File: config.mk
export PLATFORM = sky130hd
export DESIGN_NAME = fetch_pc_unit_flat
export DESIGN_NICKNAME = d
export VERILOG_FILES = /design/src/rtl/fetch_pc_unit_pkg.sv /design/src/rtl/fetch_pc_unit_if.sv /design/src/rtl/fetch_pc_unit_pc_next_mux.sv /design/src/rtl/fetch_pc_unit.sv /design/src/flat_wrapper.sv
export SDC_FILE = /design/constraint.sdc
export NUM_CORES = 1
export LEC_CHECK = 0
export BUFFER_PORTS_ARGS = -buffer_cell sky130_fd_sc_hd__buf_4
export CAP_MARGIN = 20
export CORE_ASPECT_RATIO = 0.9
export CORE_UTILIZATION = 54
export DETAILED_ROUTE_END_ITERATION = 16
export PLACE_DENSITY_LB_ADDON = 0.2
export RECOVER_POWER = 100
export SLEW_MARGIN = 20
export SYNTH_ARGS = -nofsm -noshare
export SYNTH_HDL_FRONTEND = slang
export SYNTH_SLANG_ARGS = --single-unit
File: constraint.sdc
create_clock -name clk -period 3.2 [get_ports clk]
set_input_delay 0.32 -clock clk [delete_from_list [all_inputs] [get_ports clk]]
set_output_delay 0.32 -clock clk [all_outputs]
set_load 0.05 [all_outputs]
File: src/rtl/fetch_pc_unit_pkg.sv
// -----------------------------------------------------------------------------
// fetch_pc_unit_pkg
// Shared definitions for the fetch-stage PC unit: FSM state encoding, PC-select
// codes, the bubble instruction, the boot address and a word-alignment helper.
// Imported by the fetch interface users, the next-address mux and the top.
// -----------------------------------------------------------------------------
package fetch_pc_unit_pkg;

    // PC-select codes driven by the PC-select control block.
    // 2'b11 is decoded exactly like PCSEL_SEQ.
    localparam logic [1:0] PCSEL_REPLAY = 2'b00;
    localparam logic [1:0] PCSEL_ALU    = 2'b01;
    localparam logic [1:0] PCSEL_SEQ    = 2'b10;

    // addi x0,x0,0 -- the bubble inserted on redirect or replay.
    localparam logic [31:0] INST_NOP = 32'h0000_0013;

    // BIOS base: first fetch address after reset.
    localparam logic [31:0] DEFAULT_RESET_PC = 32'h4000_0000;

    typedef enum logic {
        ST_BOOT = 1'b0,
        ST_RUN  = 1'b1
    } fetch_state_e;

    // Instruction fetches are always word aligned; bit 1 of a redirect target
    // is dropped here and reported separately through the misalign flag.
    function automatic logic [31:0] align_word(input logic [31:0] addr);
        return {addr[31:2], 2'b00};
    endfunction

endpackage

File: src/rtl/fetch_pc_unit_if.sv
// -----------------------------------------------------------------------------
// fetch_pc_unit_if
// Synchronous instruction-cache read port (1-cycle read latency).
//   addr : fetch address presented this cycle
//   re   : read enable
//   dout : instruction at the address presented in the previous cycle
// Modports:
//   master : fetch side (drives addr/re, receives dout)
//   slave  : icache side
// -----------------------------------------------------------------------------
interface fetch_pc_unit_if;

    logic [31:0] addr;
    logic        re;
    logic [31:0] dout;

    modport master (
        output addr,
        output re,
        input  dout
    );

    modport slave (
        input  addr,
        input  re,
        output dout
    );

endinterface

File: src/rtl/fetch_pc_unit_pc_next_mux.sv
// -----------------------------------------------------------------------------
// pc_next_mux
// Combinational next-fetch-address and squash generator.
//   state      in   FSM state of the fetch unit
//   stall      in   global pipeline stall (wins over pc_sel while running)
//   pc_sel     in   PC-select code
//   fetch_pc   in   PC of the instruction currently on the icache output
//   alu_target in   redirect target from the ALU
//   next_addr  out  address presented to the icache this cycle
//   kill       out  the instruction on the icache output is squashed
// -----------------------------------------------------------------------------
module pc_next_mux
    import fetch_pc_unit_pkg::*;
#(
    parameter logic [31:0] RESET_PC = DEFAULT_RESET_PC
) (
    input  fetch_state_e state,
    input  logic         stall,
    input  logic [1:0]   pc_sel,
    input  logic [31:0]  fetch_pc,
    input  logic [31:0]  alu_target,
    output logic [31:0]  next_addr,
    output logic         kill
);

    always_comb begin
        // NOTE: every output gets a default before any branch, so no path can
        // leave a value unassigned and infer a latch.
        next_addr = fetch_pc;
        kill      = 1'b0;

        if (state == ST_BOOT) begin
            // Nothing valid on the icache output yet.
            next_addr = RESET_PC;
            kill      = 1'b1;
        end else if (stall) begin
            // Re-read the current address so dout stays valid across the stall.
            next_addr = fetch_pc;
        end else begin
            case (pc_sel)
                PCSEL_ALU: begin
                    next_addr = align_word(alu_target);
                    kill      = 1'b1;
                end
                PCSEL_REPLAY: begin
                    next_addr = fetch_pc;
                    kill      = 1'b1;
                end
                default: begin
                    next_addr = fetch_pc + 32'd4;
                end
            endcase
        end
    end

endmodule

File: src/rtl/fetch_pc_unit.sv
// -----------------------------------------------------------------------------
// fetch_pc_unit
// Fetch-stage PC register and next-address generator for the 3-stage core.
// Presents the next fetch address to a synchronous icache, registers fetched
// instructions into prev_inst, inserts NOP bubbles on redirect/replay and
// counts instructions accepted into decode.
//   clk, rst_n  in   core clock, asynchronous active-low reset
//   stall       in   global pipeline stall, priority over PCSignal
//   PCSignal    in   00 replay+bubble, 01 ALU target, 10/11 sequential
//   alu_target  in   branch/jalr target, valid with PCSignal=01
//   icache      if   icache read port (master side)
//   fetch_pc    out  PC of the instruction currently on icache.dout
//   prev_inst   out  instruction held in decode/execute
//   prev_pc     out  PC of prev_inst
//   kill        out  icache.dout is squashed this cycle
//   inst_count  out  number of non-bubble instructions accepted
//   misalign    out  sticky: a redirect target had bit 1 set
// -----------------------------------------------------------------------------
module fetch_pc_unit
    import fetch_pc_unit_pkg::*;
#(
    parameter logic [31:0] RESET_PC = DEFAULT_RESET_PC,
    parameter logic [31:0] NOP_INST = INST_NOP
) (
    input  logic                   clk,
    input  logic                   rst_n,
    input  logic                   stall,
    input  logic [1:0]             PCSignal,
    input  logic [31:0]            alu_target,
    fetch_pc_unit_if.master        icache,
    output logic [31:0]            fetch_pc,
    output logic [31:0]            prev_inst,
    output logic [31:0]            prev_pc,
    output logic                   kill,
    output logic [31:0]            inst_count,
    output logic                   misalign
);

    fetch_state_e state;
    fetch_state_e state_next;
    logic [31:0]  next_addr;
    logic         bubble;
    logic         accept;
    logic         set_misalign;

    pc_next_mux #(
        .RESET_PC (RESET_PC)
    ) u_pc_next_mux (
        .state      (state),
        .stall      (stall),
        .pc_sel     (PCSignal),
        .fetch_pc   (fetch_pc),
        .alu_target (alu_target),
        .next_addr  (next_addr),
        .kill       (kill)
    );

    assign icache.addr = next_addr;
    // The icache is read every cycle the core is out of reset.
    assign icache.re   = rst_n;

    // FSM state register.
    always_ff @(posedge clk or negedge rst_n) begin
        // NOTE: sequential state uses non-blocking assignments so every
        // register samples pre-edge values regardless of process order.
        if (!rst_n) begin
            state <= ST_BOOT;
        end else begin
            state <= state_next;
        end
    end

    // Next state and per-cycle datapath controls.
    always_comb begin
        state_next   = state;
        bubble       = 1'b0;
        accept       = 1'b0;
        set_misalign = 1'b0;

        case (state)
            ST_BOOT: begin
                bubble = 1'b1;
                if (!stall) begin
                    state_next = ST_RUN;
                end
            end
            ST_RUN: begin
                if (!stall) begin
                    case (PCSignal)
                        PCSEL_ALU: begin
                            bubble       = 1'b1;
                            set_misalign = alu_target[1];
                        end
                        PCSEL_REPLAY: begin
                            bubble = 1'b1;
                        end
                        default: begin
                            accept = 1'b1;
                        end
                    endcase
                end
            end
            default: begin
                state_next = ST_BOOT;
            end
        endcase
    end

    // Datapath registers.
    always_ff @(posedge clk or negedge rst_n) begin
        if (!rst_n) begin
            fetch_pc   <= RESET_PC;
            prev_inst  <= NOP_INST;
            prev_pc    <= RESET_PC;
            inst_count <= '0;
            misalign   <= 1'b0;
        end else begin
            // In every case the address just sent to the icache is exactly the
            // PC whose instruction will be on dout next cycle (boot, hold on
            // stall/replay, redirect, +4), so fetch_pc simply follows it.
            fetch_pc <= next_addr;

            if (bubble) begin
                prev_inst <= NOP_INST;
            end else if (accept) begin
                prev_inst  <= icache.dout;
                prev_pc    <= fetch_pc;
                inst_count <= inst_count + 32'd1;
            end

            if (set_misalign) begin
                misalign <= 1'b1;
            end
        end
    end

endmodule

File: src/flat_wrapper.sv
// flat-port wrapper written by rule: the top's interface ports become plain ports
module fetch_pc_unit_flat import fetch_pc_unit_pkg::*;
#(
    parameter logic [31:0] RESET_PC = DEFAULT_RESET_PC,
    parameter logic [31:0] NOP_INST = INST_NOP
)
  (clk, rst_n, stall, PCSignal, alu_target, fetch_pc, prev_inst, prev_pc, kill, inst_count, misalign, icache_addr, icache_re, icache_dout);
  fetch_pc_unit_if icache_i ();
  input  logic clk;
  input  logic rst_n;
  input  logic stall;
  input  logic [1:0] PCSignal;
  input  logic [31:0] alu_target;
  output logic [31:0] fetch_pc;
  output logic [31:0] prev_inst;
  output logic [31:0] prev_pc;
  output logic kill;
  output logic [31:0] inst_count;
  output logic misalign;
  output wire logic [$bits(icache_i.addr)-1:0] icache_addr;
  output wire logic [$bits(icache_i.re)-1:0] icache_re;
  input wire logic [$bits(icache_i.dout)-1:0] icache_dout;
  assign icache_addr = icache_i.addr;
  assign icache_re = icache_i.re;
  assign icache_i.dout = icache_dout;
  fetch_pc_unit #(.RESET_PC(RESET_PC), .NOP_INST(NOP_INST)) u_core (.clk(clk), .rst_n(rst_n), .stall(stall), .PCSignal(PCSignal), .alu_target(alu_target), .icache(icache_i), .fetch_pc(fetch_pc), .prev_inst(prev_inst), .prev_pc(prev_pc), .kill(kill), .inst_count(inst_count), .misalign(misalign));
endmodule
**Yosys cells after proc, flatten, opt, wreduce, memory -nomap -nowiden**

Cells that the tools add are included.
Widths: inputs -> output; s select.

- Input port bits: 69
- Logic and storage cells: 32
- Output and inout port bits: 163
- Register bits: 130

- $add $sub $neg: 2
- Equality and inequality tests: 1
- Reductions and logical operators: 4
- Bitwise operators: 2
- Mux-type cells: 17

Operators with widths:

| operator | count |
|---|---|
| $mux 32 | 4 |
| $pmux 32 s2 | 1 |
| $add 32x1->32 const B | 1 |
| $add 32x3->32 const B | 1 |
| $mux 1 | 11 |
| $eq 2x1->1 const B | 1 |
| $logic_not 2->1 | 1 |
| $not 1->1 | 2 |
| $pmux 1 s2 | 1 |
| $reduce_and 2->1 | 1 |
| $reduce_bool 2->1 | 1 |
| $reduce_or 2->1 | 1 |

**Depth between registers and ports, before layout**

- Depth after elaboration: 7
- Gate-level depth with buffers: 7
- Depth with buffers taken out: 5

**Modules after synthesis**

From an unflattened synthesis, not the netlist that was laid out.

- Cell total of the unflattened synthesis: 565
- Area total of the unflattened synthesis: 5884.4 sq um

Modules (own cells, without submodules):

| module | times used | seq. area each (sq um) | cells an instance | area each (sq um) |
|---|---|---|---|---|
| fetch_pc_unit | 1 | 3259.4 | 381 | 4673.2 |
| pc_next_mux | 1 | 0.0 | 184 | 1211.2 |

**Worst setup path before layout**

Ideal clock, no wire load.

- Kind: reg-to-reg
- Start: reg u_core.fetch_pc[5]
- End: reg u_core.fetch_pc[23]
- Setup slack: -585 ps
- Required time: 2879 ps
- Cell stages (with the launch flop): 6
- Setup time: 321 ps
- Path buffers: 1
- Clock period less this slack: 3785 ps
- Arrival: 3465 ps
- Cells stage by stage: dfrtp_1 clkbuf_8 nand4_2 nor4_4 nand4_1 o311ai_0

- Longest elaborated chain between the ends: 4

RTL lines:

| what | line | text |
|---|---|---|
| start: declaration | fetch_pc_unit.sv:31 | `output logic [31:0] fetch_pc,` |
| start signal: assignment | fetch_pc_unit.sv:121 | `fetch_pc <= next_addr;` |
| $add 32x3->32 | fetch_pc_unit_pc_next_mux.sv:50 | `next_addr = fetch_pc + 32'd4;` |
| $pmux 32 s2 | fetch_pc_unit_pc_next_mux.sv:40 | `case (pc_sel)` |
| $mux 32 | fetch_pc_unit_pc_next_mux.sv:36 | `end else if (stall) begin` |
| $mux 32 | fetch_pc_unit_pc_next_mux.sv:32 | `if (state == ST_BOOT) begin` |
| net icache_addr[23] | flat_wrapper.sv:20 | `output wire logic [$bits(icache_i.addr)-1:0] icache_addr;` |

The timed path passes the listed nets, and every way through them passes these cells.
A chain may end at the register's enable or synchronous reset.

**Worst setup path in the final report**

- Start: reg u_core.fetch_pc[5]
- End: out icache_addr[17]

- Longest elaborated chain between the ends: 4

RTL lines:

| what | line |
|---|---|
| $add 32x3->32 | fetch_pc_unit_pc_next_mux.sv:50 |
| $pmux 32 s2 | fetch_pc_unit_pc_next_mux.sv:40 |
| $mux 32 | fetch_pc_unit_pc_next_mux.sv:36 |
| $mux 32 | fetch_pc_unit_pc_next_mux.sv:32 |
| end: declaration | flat_wrapper.sv:20 |

No other way between the ends.

==> results_dict.tcl <==
set metrics [dict create \
    crit_chain "nand3_1, nor3_2, a311oi_1, a211oi_1, clkbuf_2" \
    top_layer "met4" \
    antenna_cells 0 \
    syn_nets 691 \
    fin_crit_sh_pct 94.9 \
    yosysWarningCount 0 \
    io_buffers 230 \
    grt_pass1_wl_um 30100 \
    ctsRootBufferMaster "clkbuf_16" \
    crit_buf_inv 1 \
    fin_util_pct 70.2 \
    instances_no_fill 1008 \
    crit_required_ns 2.88 \
    syn_area_um2 6300 \
    drt_iter0_markers 591 \
    avgViaCountPerCell 5.97 \
    ys_seq_area_share_pct 51.7 \
    worst_pin_slew_ns 1.77 \
    grt_overflow 0 \
    dp_hpwl_um 12900 \
    outcome "complete, but fails checks" \
    timing.final.hold_violations 0 \
    die_h_um 104 \
    post-cts-setup-buffers 0 \
    finalClockSkew_ns 0.00841 \
    rsz0062_at_grt "no" \
    power.density_nw_per_um2 765 \
    cts.path.max_buffers 2 \
    dpl.cell_count 975 \
    cp.arrival_ns 2.72 \
    track_usage_pct 32.5 \
    slew_headroom_pct -18.3 \
    htree_levels 4 \
    grt_max_degree 66 \
    core-area_um2 11400 \
    ant_nets 0 \
    async_reset_ff_share_pct 100 \
    final.min_clock_period_ns 3.04 \
    dieArea_um2 12100 \
    drive_gt1_share_pct 17.4 \
    synth_edf_count 0 \
    violations "capacitance limit, slew limit" \
    cts_tree "done" \
    dr_wl_met2_um 9400 \
    wl_per_cell_um 18.7 \
    fillers 1014 \
    die_w_um 116 \
    startpoint_type "flop" \
    crit_type "reg -> out" \
    cts.sinks 130 \
    drv_slew 104 \
    clk_latency_ns 0.42 \
    syn_inst 620 \
    ir_drop_mv 0.568 \
    cp_max_fo 10 \
    setup-violations-final 0 \
    start_util_pct 55.3 \
    synth_cell_type_count 72 \
    totalPowerFinal_mw 6.11 \
    synthToLayoutAreaGrowth_pct 26.9 \
    met1_length_um 7560 \
    slowest_stage "nor3_2" \
    min-delay-path-class "in -> reg" \
    clock.fmax_ghz 0.329 \
    max_stage_delay_ns 0.62 \
    synth_top_flop_cell "dfrtp_1" \
    p_leak_nw 3.55 \
    drv_cap 2 \
    globalplace.congestion 0.885 \
    drc 0 \
    worst_setup_path_end_kind "output pin" \
    holdWs_ns 0.117 \
    antenna_found_initial 0 \
    grt_pass1_vias 5860 \
    rows 37 \
    synth.avg_cell_area_um2 10.2 \
    synth-seq-cells 130 \
    wl_met3_um 1430 \
    vias 6013 \
    dr.pass1.iters 6 \
    wirelength_um 18900 \
    ioPinCount 232 \
    cp_top_family "simple AND/OR/NAND/NOR gates" \
    numCtsBuffers 17 \
    clk_pin_slew_ns 0.05 \
    fin_nets 910 \
]
what timing repair did:
| action | in CTS | in global routing |
|---|---|---|
| hold buffers | 1 | 0 |
| gates resized for setup | 0 | 0 |
| endpoints found under the hold margin | 60 | 0 |
Yosys cell counts (all sizes together), types with 5 or more instances:
library cell | instances | area (um^2)
o311ai | 5 | 43.8
a22o | 29 | 254
nor2 | 20 | 75.1
a311oi | 14 | 123
nand4 | 26 | 169
o21ai | 27 | 135
buf | 12 | 82.6
nor4 | 9 | 120
inv | 10 | 37.5
a21oi | 11 | 55.1
dfrtp | 125 | 3130
dfstp | 5 | 131
xor2 | 6 | 52.6
xnor2 | 25 | 219
nor3 | 16 | 90.1
and2 | 7 | 45.1
and3 | 14 | 88.8
clkbuf | 26 | 138
nand2b | 6 | 37.5
a211oi | 16 | 120
nand2 | 124 | 465
nand3 | 25 | 130
registers in the layout, indices dropped and copies added, names as in the netlist:
| register | cells |
|---|---|
| u_core.state | 1 |
| u_core.inst_count | 32 |
| u_core.prev_pc | 32 |
| u_core.fetch_pc | 32 |
| u_core.misalign | 1 |
| u_core.prev_inst | 32 |
worst paths after layout:
| path | from | to | slack (ns) | depth (start not counted) |
|---|---|---|---|---|
| worst max-delay path | u_core.fetch_pc[5]$_DFF_PN0_ | icache_addr[17] | 0.16 | 5 |
| worst min-delay path | alu_target[1] | u_core.misalign$_DFFE_PN0P_ | 0.12 | 2 |
| worst max register to register | u_core.state$_DFF_PN0_ | u_core.inst_count[30]$_DFFE_PN0P_ | 0.38 | 5 |
| worst min register to register | u_core.misalign$_DFFE_PN0P_ | u_core.misalign$_DFFE_PN0P_ | 0.46 | 1 |
| max in group asynchronous | rst_n | u_core.prev_pc[15]$_DFFE_PN0P_ | 0.66 | 3 |
| min in group asynchronous | rst_n | u_core.inst_count[8]$_DFFE_PN0P_ | 0.84 | 2 |
metrics by stage:
step / setup TNS (ns) / setup slack [ns] / instance area [um^2]
floorplan: -0.167 / -0.0522 / 6310
global placement: 0 / 0.774 / 8080
detailed placement: 0 / 0.690 / 8080
CTS: 0 / 0.276 / 8670
global route: 0 / 0.0257 / 7990
finish: 0 / 0.164 / 7990
power by group:
part	leakage, nW	internal [mW]	total [mW]	switching (mW)
clock	0.277	1.16	1.87	0.705
combinational	1.66	0.421	2.08	1.66
sequential	1.62	1.88	2.16	0.288
total	3.55	3.46	6.11	2.65
layout make-up:
class / instances / area (um^2) / share of cell area, %
Timing Repair Buffer: 238 / 1200 / 15.0
Inverter: 10 / 37.5 / 0.470
Clock inverter: 9 / 80.1 / 1.00
Tap cell: 156 / 195 / 2.44
Multi-Input combinational cell: 442 / 2730 / 34.1
Sequential cell: 130 / 3260 / 40.8
Clock buffer: 23 / 498 / 6.23
cells by family after synthesis:
kind of cell	after synthesis	share of synthesized area, %
buffers and inverters	48	4.09
AOI/OAI and AO/OA	136	16.1
and+or+nand+nor	267	22.4
xor gates and xnor gates	31	4.31
muxes	6	0.993
DFF	130	51.7
adders and majority gates	2	0.397
cells in the final DEF (no fill, tap or decap), types with 3 or more instances in the layout:
cell,count
nand2_1,124
clkbuf_8,5
clkinv_2,4
clkbuf_16,17
nand2b_1,6
mux2i_1,4
xnor2_1,25
a32o_1,4
and2_1,5
nor2_1,19
and3_1,13
and4_1,3
nor3_1,15
xor2_1,6
buf_4,70
a22o_1,29
nor4_1,6
o21a_1,3
a211oi_1,16
a32oi_1,3
o22ai_1,4
a311oi_1,14
o311ai_0,4
clkbuf_2,22
nand4_1,26
nand3_1,24
clkbuf_1,143
inv_1,9
dfrtp_1,125
dfstp_2,5
clkinvlp_4,4
a21oi_1,11
o211ai_1,4
o21ai_0,27
per-layer routing:
| metal | vias to the layer above | global-route usage [%] |
|---|---|---|
| li1 | 2720 | - |
| met1 | 2964 | 42.0 |
| met2 | 289 | 51.6 |
| met3 | 40 | 8.45 |
| met4 | 0 | 13.6 |
| met5 | - | 0 |
No activity file was read; power rests on OpenSTA's default activity.
